`config.mk`:
```
export PLATFORM = sky130hd
export DESIGN_NAME = csr_rmw_unit
export DESIGN_NICKNAME = d
export VERILOG_FILES = /design/src/rtl/csr_rmw_pkg.sv /design/src/rtl/csr_rsp_fifo.sv /design/src/rtl/csr_rmw_unit.sv
export SDC_FILE = /design/constraint.sdc
export NUM_CORES = 1
export LEC_CHECK = 0
export ABC_CLOCK_PERIOD_IN_PS = 14500
export BUFFER_PORTS_ARGS = -buffer_cell sky130_fd_sc_hd__buf_2
export CAP_MARGIN = 20
export CORE_UTILIZATION = 25
export CTS_CLUSTER_SIZE = 10
export DETAILED_ROUTE_END_ITERATION = 6
export SLEW_MARGIN = 20
export SYNTH_ARGS = -nofsm -noshare
export SYNTH_HDL_FRONTEND = slang
export SYNTH_SLANG_ARGS = --single-unit
export TNS_END_PERCENT = 5
```
`constraint.sdc`:
```
create_clock -name clk -period 14.5 [get_ports clk]
set_clock_uncertainty 0.2 [all_clocks]
set_input_delay 1.45 -clock clk [delete_from_list [all_inputs] [get_ports clk]]
set_output_delay 1.45 -clock clk [all_outputs]
set_load 0.005 [all_outputs]
```
`src/rtl/csr_rmw_pkg.sv`:
```
// csr_rmw_pkg: shared widths, CSR op encoding and response record for csr_rmw_unit
`ifndef UUID_BITS
`define UUID_BITS 44
`endif
`ifndef NW_BITS
`define NW_BITS 2
`endif
`ifndef NUM_THREADS
`define NUM_THREADS 4
`endif
`ifndef NR_BITS
`define NR_BITS 5
`endif
`ifndef CSR_ADDR_BITS
`define CSR_ADDR_BITS 12
`endif
`ifndef PERF_CTR_BITS
`define PERF_CTR_BITS 32
`endif

package csr_rmw_pkg;
    localparam int UUID_W = `UUID_BITS;
    localparam int NW_W   = `NW_BITS;
    localparam int NT     = `NUM_THREADS;
    localparam int NR_W   = `NR_BITS;
    localparam int AW     = `CSR_ADDR_BITS;
    localparam int PERF_W = `PERF_CTR_BITS;
    localparam logic [1:0] CSR_RO_PREFIX = 2'b11;
    typedef enum logic [1:0] {RW = 2'd0, RS = 2'd1, RC = 2'd2} csr_op_t;
    typedef struct packed {
        logic [UUID_W-1:0] uuid;
        logic [NW_W-1:0]   wid;
        logic [NT-1:0]     tmask;
        logic [NR_W-1:0]   rd;
        logic              wb;
        logic [31:0]       data;
    } csr_rsp_t;
endpackage

```
`src/rtl/csr_rsp_fifo.sv`:
```
// csr_rsp_fifo: valid/ready FIFO of csr_rsp_t entries.
// Ports: clk, reset_n (sync active-low), push/push_data (caller guarantees not full),
//        pop_ready (consumer ready), valid/data (head entry), count (occupancy).
module csr_rsp_fifo
    import csr_rmw_pkg::*;
#(
    parameter int DEPTH = 2,
    localparam int CW = $clog2(DEPTH + 1),
    localparam int PW = DEPTH > 1 ? $clog2(DEPTH) : 1
) (
    input  logic          clk,
    input  logic          reset_n,
    input  logic          push,
    input  csr_rsp_t      push_data,
    input  logic          pop_ready,
    output logic          valid,
    output csr_rsp_t      data,
    output logic [CW-1:0] count
);
    csr_rsp_t mem [DEPTH];
    logic [PW-1:0] wr_ptr, rd_ptr;
    logic pop;
    assign valid = count != '0;
    assign data  = mem[rd_ptr];
    assign pop   = valid & pop_ready;
    always_ff @(posedge clk) begin
        if (!reset_n) begin
            count  <= '0;
            wr_ptr <= '0;
            rd_ptr <= '0;
        end else begin
            if (push) wr_ptr <= (wr_ptr == PW'(DEPTH - 1)) ? '0 : wr_ptr + 1'b1;
            if (pop) rd_ptr <= (rd_ptr == PW'(DEPTH - 1)) ? '0 : rd_ptr + 1'b1;
            count <= count + CW'(push) - CW'(pop);
        end
    end
    always_ff @(posedge clk) begin
        if (push) mem[wr_ptr] <= push_data;
    end
endmodule

```
`src/rtl/csr_rmw_unit.sv`:
```
// csr_rmw_unit: execute-stage CSR read-modify-write initiator returning the old CSR value.
// Ports: req_* from dispatch (valid/ready), read_*/write_* to CSR storage (combinational,
//        gated by accept), rsp_* to commit (valid/ready), ro_write_err pulse, busy.
// Optional: define CSR_RMW_PERF_EN to add perf_reads/perf_writes/perf_stalls counters.
module csr_rmw_unit
    import csr_rmw_pkg::*;
#(
    parameter int OUT_BUF_SIZE = 2
) (
    input  logic              clk,
    input  logic              reset_n,
    input  logic              req_valid,
    output logic              req_ready,
    input  logic [UUID_W-1:0] req_uuid,
    input  logic [NW_W-1:0]   req_wid,
    input  logic [NT-1:0]     req_tmask,
    input  logic [NR_W-1:0]   req_rd,
    input  logic              req_wb,
    input  csr_op_t           req_op,
    input  logic              req_use_imm,
    input  logic [4:0]        req_imm,
    input  logic [NR_W-1:0]   req_rs1_idx,
    input  logic [31:0]       req_rs1_data,
    input  logic [AW-1:0]     req_addr,
    output logic              read_enable,
    output logic [UUID_W-1:0] read_uuid,
    output logic [AW-1:0]     read_addr,
    output logic [NW_W-1:0]   read_wid,
    input  logic [31:0]       read_data,
    output logic              write_enable,
    output logic [UUID_W-1:0] write_uuid,
    output logic [AW-1:0]     write_addr,
    output logic [NW_W-1:0]   write_wid,
    output logic [31:0]       write_data,
    output logic              rsp_valid,
    input  logic              rsp_ready,
    output logic [UUID_W-1:0] rsp_uuid,
    output logic [NW_W-1:0]   rsp_wid,
    output logic [NT-1:0]     rsp_tmask,
    output logic [NR_W-1:0]   rsp_rd,
    output logic              rsp_wb,
    output logic [31:0]       rsp_data,
    output logic              ro_write_err,
`ifdef CSR_RMW_PERF_EN
    output logic [PERF_W-1:0] perf_reads,
    output logic [PERF_W-1:0] perf_writes,
    output logic [PERF_W-1:0] perf_stalls,
`endif
    output logic              busy
);
    localparam int CW = $clog2(OUT_BUF_SIZE + 1);
    logic [CW-1:0] count;
    logic fire, no_read, src_zero, write_req, ro;
    logic [31:0] src, old_val, new_val;
    csr_rsp_t head;
    assign fire      = req_valid & req_ready;
    assign req_ready = reset_n & (count != CW'(OUT_BUF_SIZE));
    assign busy      = req_valid | (count != '0);
    // CSRRW to x0 must not cause read side effects
    assign no_read   = (req_op == RW) & (req_rd == '0);
    assign src       = req_use_imm ? 32'(req_imm) : req_rs1_data;
    assign src_zero  = req_use_imm ? (req_imm == '0) : (req_rs1_idx == '0);
    assign write_req = (req_op == RW) | ~src_zero;
    assign ro        = req_addr[AW-1 -: 2] == CSR_RO_PREFIX;
    assign old_val   = no_read ? '0 : read_data;
    assign new_val   = req_op == RW ? src : req_op == RS ? (read_data | src) : (read_data & ~src);
    assign read_enable  = fire & ~no_read;
    assign read_uuid    = fire ? req_uuid : '0;
    assign read_addr    = fire ? req_addr : '0;
    assign read_wid     = fire ? req_wid : '0;
    assign write_enable = fire & write_req & ~ro;
    assign write_uuid   = fire ? req_uuid : '0;
    assign write_addr   = fire ? req_addr : '0;
    assign write_wid    = fire ? req_wid : '0;
    assign write_data   = fire ? new_val : '0;
    csr_rsp_fifo #(.DEPTH(OUT_BUF_SIZE)) u_fifo (
        .clk       (clk),
        .reset_n   (reset_n),
        .push      (fire),
        .push_data ('{req_uuid, req_wid, req_tmask, req_rd, req_wb, old_val}),
        .pop_ready (rsp_ready),
        .valid     (rsp_valid),
        .data      (head),
        .count     (count)
    );
    assign rsp_uuid  = head.uuid;
    assign rsp_wid   = head.wid;
    assign rsp_tmask = head.tmask;
    assign rsp_rd    = head.rd;
    assign rsp_wb    = head.wb;
    assign rsp_data  = head.data;
    always_ff @(posedge clk) begin
        if (!reset_n) ro_write_err <= 1'b0;
        else ro_write_err <= fire & write_req & ro;
    end
`ifdef CSR_RMW_PERF_EN
    always_ff @(posedge clk) begin
        if (!reset_n) begin
            perf_reads  <= '0;
            perf_writes <= '0;
            perf_stalls <= '0;
        end else begin
            perf_reads  <= perf_reads + PERF_W'(read_enable);
            perf_writes <= perf_writes + PERF_W'(write_enable);
            perf_stalls <= perf_stalls + PERF_W'(req_valid & ~req_ready);
        end
    end
`endif
endmodule
```
## Word level (Yosys, flattened, before mapping)

Memory sizes are Yosys's and may differ from the RTL's. A register that Yosys moved wholly into a read port is not among the register bits.
Cells that the tools add are included.

- Bits in writable memories: 176
- Memories kept: 1
- Input port bits: 149
- Output and inout port bits: 242
- Flip-flop bits (word level): 5

- Add/subtract/negate cells: 4
- Equal/unequal tests: 3
- Reductions and logical operators: 5
- Mux-type cells: 15
- Bitwise logic cells: 16

Memories:

| name | depth | bits a word | read ports | clocked after Yosys merged registers in | wr ports | line | RTL |
|---|---|---|---|---|---|---|---|
| u_fifo.mem | 2 | 88 | 1 | 1 | 1 | csr_rsp_fifo.sv:20 | `csr_rsp_t mem [DEPTH];` |

Operator list:

| operator | count |
|---|---|
| two-way mux 32 bit | 5 |
| two-way mux 44 bit | 1 |
| bitwise AND 32 bit | 1 |
| inverter 32 bit | 1 |
| bitwise OR 32 bit | 1 |
| zero test 5 bit | 3 |
| two-way mux 12 bit | 1 |
| bitwise AND 1 bit | 8 |
| two-way mux 1 bit | 7 |
| inverter 1 bit | 3 |
| adder 1 bit, second input constant | 2 |
| adder 2 x 1 -> 2 bit | 1 |
| equality test 2 x 1 -> 1 bit, second input constant | 1 |
| equality test 2 bit, second input constant | 1 |
| zero test 2 bit | 1 |
| two-way mux 2 bit | 1 |
| inequality test 2 bit, second input constant | 1 |
| bitwise OR 1 bit | 2 |
| nonzero test 2 bit | 1 |
| subtractor 2 x 1 -> 2 bit | 1 |

## Depth between registers and ports, before layout

- Word-level depth: 6
- Gate-level depth with buffers: 8
- Gate-level depth less buffers: 7

## Hierarchy

Synthesis repeated with hierarchy kept, for this count alone.

- Cells, all modules: 625
- Area, all modules: 8734.6 um^2

Modules (own cells, without submodules):

| module | times used | area each (um^2) | cells each |
|---|---|---|---|
| csr_rsp_fifo | 1 | 6663.9 | 296 |
| csr_rmw_unit | 1 | 2070.7 | 329 |

## Worst setup path before layout

Ideal clock, no wire load.

- Kind: input port to flip-flop
- Start: in req_valid
- End: mem u_fifo.mem[1][0] (netlist name) (enable)
- Stages on the path: 5
- Setup time: 536 ps
- Data arrival time: 5662 ps
- Path slack: 8103 ps
- Cell sequence: and2_1 > buf_8 > nand2_8 > clkbuf_1 > nor2_1

- Word-level cells in the longest chain between the ends: 3

RTL lines:

| element | line | RTL |
|---|---|---|
| start, declared | csr_rmw_unit.sv:12 | `input logic req_valid,` |
| bitwise AND 1 bit | csr_rmw_unit.sv:56 | `assign fire = req_valid & req_ready;` |
| two-way mux 1 bit | csr_rsp_fifo.sv:38 | `if (push) mem[wr_ptr] <= push_data;` |
| two-way mux 1 bit (not written as such) | csr_rsp_fifo.sv:38 |  |
| end, declared | csr_rsp_fifo.sv:20 |  |

Every way passes these cells.

## Worst setup path after layout

- Start: in reset_n
- End: out write_enable

- Word-level cells in the longest chain between the ends: 4

RTL lines:

| element | line | RTL |
|---|---|---|
| start, declared | csr_rmw_unit.sv:11 | `input logic reset_n,` |
| bitwise AND 1 bit | csr_rmw_unit.sv:57 | `assign req_ready = reset_n & (count != CW'(OUT_BUF_SIZE));` |
| bitwise AND 1 bit | csr_rmw_unit.sv:56 |  |
| bitwise AND 1 bit (2 in a row) | csr_rmw_unit.sv:71 | `assign write_enable = fire & write_req & ~ro;` |
| end, declared | csr_rmw_unit.sv:30 | `output logic write_enable,` |

Every way passes these cells.

==> impl_metrics.py <==
metrics = {
    "synth": {
        "syn_area_sq_um": 8700,
        "synth_seq_area_share": 0.621,
        "synth_top_cell_area_share": 0.608,
        "synthTopCellsByArea": "edfxtp_1 (61%), mux2_1 (11%), buf_4 (5.2%)",
        "muxShareOfSynthArea": 0.120,
        "syn_area_per_cell_sq_um": 13.8,
        "synth_seq_cells": 182,
        "synth-compound-area-share": 0.0263,
        "yosysWarnings": 0,
        "synthTopCellsByCount": "edfxtp_1 (176), mux2_1 (88), buf_4 (60)",
        "syn_nets": 781,
        "yosysMostFrequentCell": "edfxtp_1",
        "synthCells": 630,
        "synthAdderAreaFrac": 0.00288,
        "ys.flop_type": "edfxtp_1",
        "synth_top_family_by_area": "simple AND/OR/NAND/NOR gates",
        "async_flop_share": 0,
        "ys_types": 41,
        "yosys.area_share.simple": 0.148,
        "synth_xor_area_frac": 0.00201,
        "synth-edff-count": 176,
        "synth_top_cell_by_area": "edfxtp_1",
    },
    "drt": {
        "wire_per_inst_um": 16.1,
        "drt_wl_total_um": 22600,
        "drc": 0,
        "vias": 6061,
        "drt-initial-drc-count": 173,
        "ant_nets": 0,
        "firstDrtPassIters": 4,
        "vias_per_cell": 4.32,
    },
    "critical_path": {
        "endpoint": "write_enable",
        "r2r-end": "u_fifo.mem[0][4]",
        "path_class": "input pin to output port",
        "cp-startpoint": "reset_n",
        "reg2reg_setup_slack_ns": 11.50,
        "required_ns": 12.85,
        "crit_path_start_kind": "input pin",
        "endpoint_kind": "output port",
        "reg2regPathDepth": 4,
        "reg2reg_from": "u_fifo.count[0]",
        "cp_max_fo": 61,
        "cp.arrival_ns": 3.38,
    },
    "timing": {
        "rsz0062_at_grt": "no",
        "finalSetupTns_ns": 0,
        "finalSetupViolCount": 0,
        "fin_ws_ns": 9.47,
        "fin_crit_ns": 5.03,
        "finalHoldViolations": 0,
        "worst_pin_slew_ns": 1.04,
        "min_period_over_period": 0.347,
        "relSlewSlack": 0.309,
        "timing.fmax_ghz": 0.199,
        "report.final.slew_viol_count": 0,
    },
    "layout": {
        "n_fill_cell": 3476,
        "multiInputGateArea_sq_um": 2610,
        "finalNonFillerCells": 1403,
        "design_area_sq_um": 11100,
        "synthToLayoutAreaGrowth_pct": 28.1,
        "diodes": 0,
        "register_area_sq_um": 5410,
        "drive_above_1_share": 0.460,
        "nets": 1093,
    },
    "floorplanning": {
        "fp-row-count": 67,
        "dieWidth_um": 189,
        "die-area_sq_um": 35500,
        "io-pin-count": 391,
        "core_area_sq_um": 33900,
        "die_h_um": 189,
        "start_util": 0.257,
    },
    "clock_network": {
        "cts.htree.levels": 4,
        "clk_pin_slew_worst_paths_ns": 0.07,
        "cts_buffers": 17,
        "post_cts_resized": 0,
        "root_buffer": "clkbuf_16",
        "cts_tree": "yes",
        "insertion_delay_ns": 0.42,
        "clk_path_buf_depth": 2,
        "cts_setup_buffers": 0,
        "hold_buffers": 0,
        "cts_sinks": 182,
    },
    "placed_design": {
        "place_ws_ns": 9.42,
        "portBuffers": 390,
        "dpl-instance-area_sq_um": 10600,
        "dp.cells": 1371,
        "dpl.hpwl_um": 16000,
        "gp_congestion": 0.724,
    },
    "pwr": {
        "leakagePower_nw": 4.79,
        "p_total_mw": 1.40,
        "vdd_drop_max_v": 0.0000754,
        "p_per_area_nw_per_um2": 126,
    },
    "global_routing": {
        "grt_pass1_vias": 5759,
        "grt_pass1_wl_um": 33600,
        "antenna_found_initial": 1,
        "grt_max_degree": 62,
        "grtUsageTotal": 0.125,
        "grt.overflow.total": 0,
    },
    "outcome": {
        "status": "complete, no violations",
    },
    "job": {
        "maxCapViolCount": 0,
    },
    "worst_hold_path": {
        "hold_class": "flip-flop to flip-flop",
    },
}
==> critical path, stage by stage <==
cell	delay, ns
buf_2	0.11
and2_2	0.83
nand2_8	0.31
a2111oi_1	0.45
buf_2	0.20
==> stage by stage <==
stage	util	hold slack, ns
after detailed placement	0.313	0.304
after CTS	0.329	0.321
after global placement	0.313	0.295
after global routing	0.329	0.364
final	0.329	0.315
after floorplan	-	0.281
==> where the power goes <==
group	total, mW	internal (mW)	switching [mW]
Clock	0.444	0.239	0.206
Combinational	0.319	0.151	0.167
Sequential	0.640	0.616	0.0240
Total	1.40	1.01	0.397
==> placed cells by master, fill, tap and decap left out, drive strengths merged, types with 2 or more instances in the layout <==
cell type	count
nor3b	27
clkbuf	18
buf	395
mux2i	5
nor4b	2
and2	36
clkinv	7
and3	58
or2	7
a21oi	7
inv	11
edfxtp	176
nor3	2
mux2	88
nor2	33
or4	2
nand2	2
nand2b	28
ha	2
a31oi	27
nand3	7
dfxtp	6
==> worst min path at each step <==
| stage | slack (ns) | endpoint | from | depth (start not counted) |
|---|---|---|---|---|
| floorplan | 0.28 | flip-flop | u_fifo.rd_ptr | 2 |
| global placement | 0.30 | u_fifo.rd_ptr | u_fifo.rd_ptr | 2 |
| detailed placement | 0.30 | flip-flop | u_fifo.rd_ptr | 2 |
| CTS | 0.32 | flip-flop | u_fifo.rd_ptr | 2 |
| global route | 0.36 | u_fifo.rd_ptr | u_fifo.rd_ptr | 2 |
| finish | 0.32 | flip-flop | u_fifo.rd_ptr | 2 |
==> cells by family after synthesis <==
| kind of cell | Yosys count |
|---|---|
| simple gates | 206 |
| flops | 182 |
| buf+inv | 108 |
| mux | 93 |
| compound gates | 37 |
| xor+xnor | 2 |
| fa+ha+maj | 2 |
==> metal layers <==
metal  share of wire  global-route usage  vias to the layer above  wire, um
li1                -                   -                     2882         -
met1            0.41               0.144                     2914      9350
met2            0.52               0.229                      261     11800
met3           0.059              0.0294                        4      1340
met4          0.0049              0.0329                        0       110
met5               0                   0                        -         0
==> final cells by class <==
cell class                 count  share of cell area
sequential                   182               0.485
multi-input combinational    340               0.234
timing repair buffer         395               0.178
tap                          448              0.0503
clock buffer                  18              0.0385
clock inverter                14              0.0111
inverter                       6             0.00224
==> flip-flops by register name, summed over array words and instances, names as in the netlist, named ones only <==
name and cells:
u_fifo.mem 176, u_fifo.count 2, ro_write_err 1, u_fifo.wr_ptr 1, u_fifo.rd_ptr 1
Note: power is estimated with default switching activity, not from simulation.
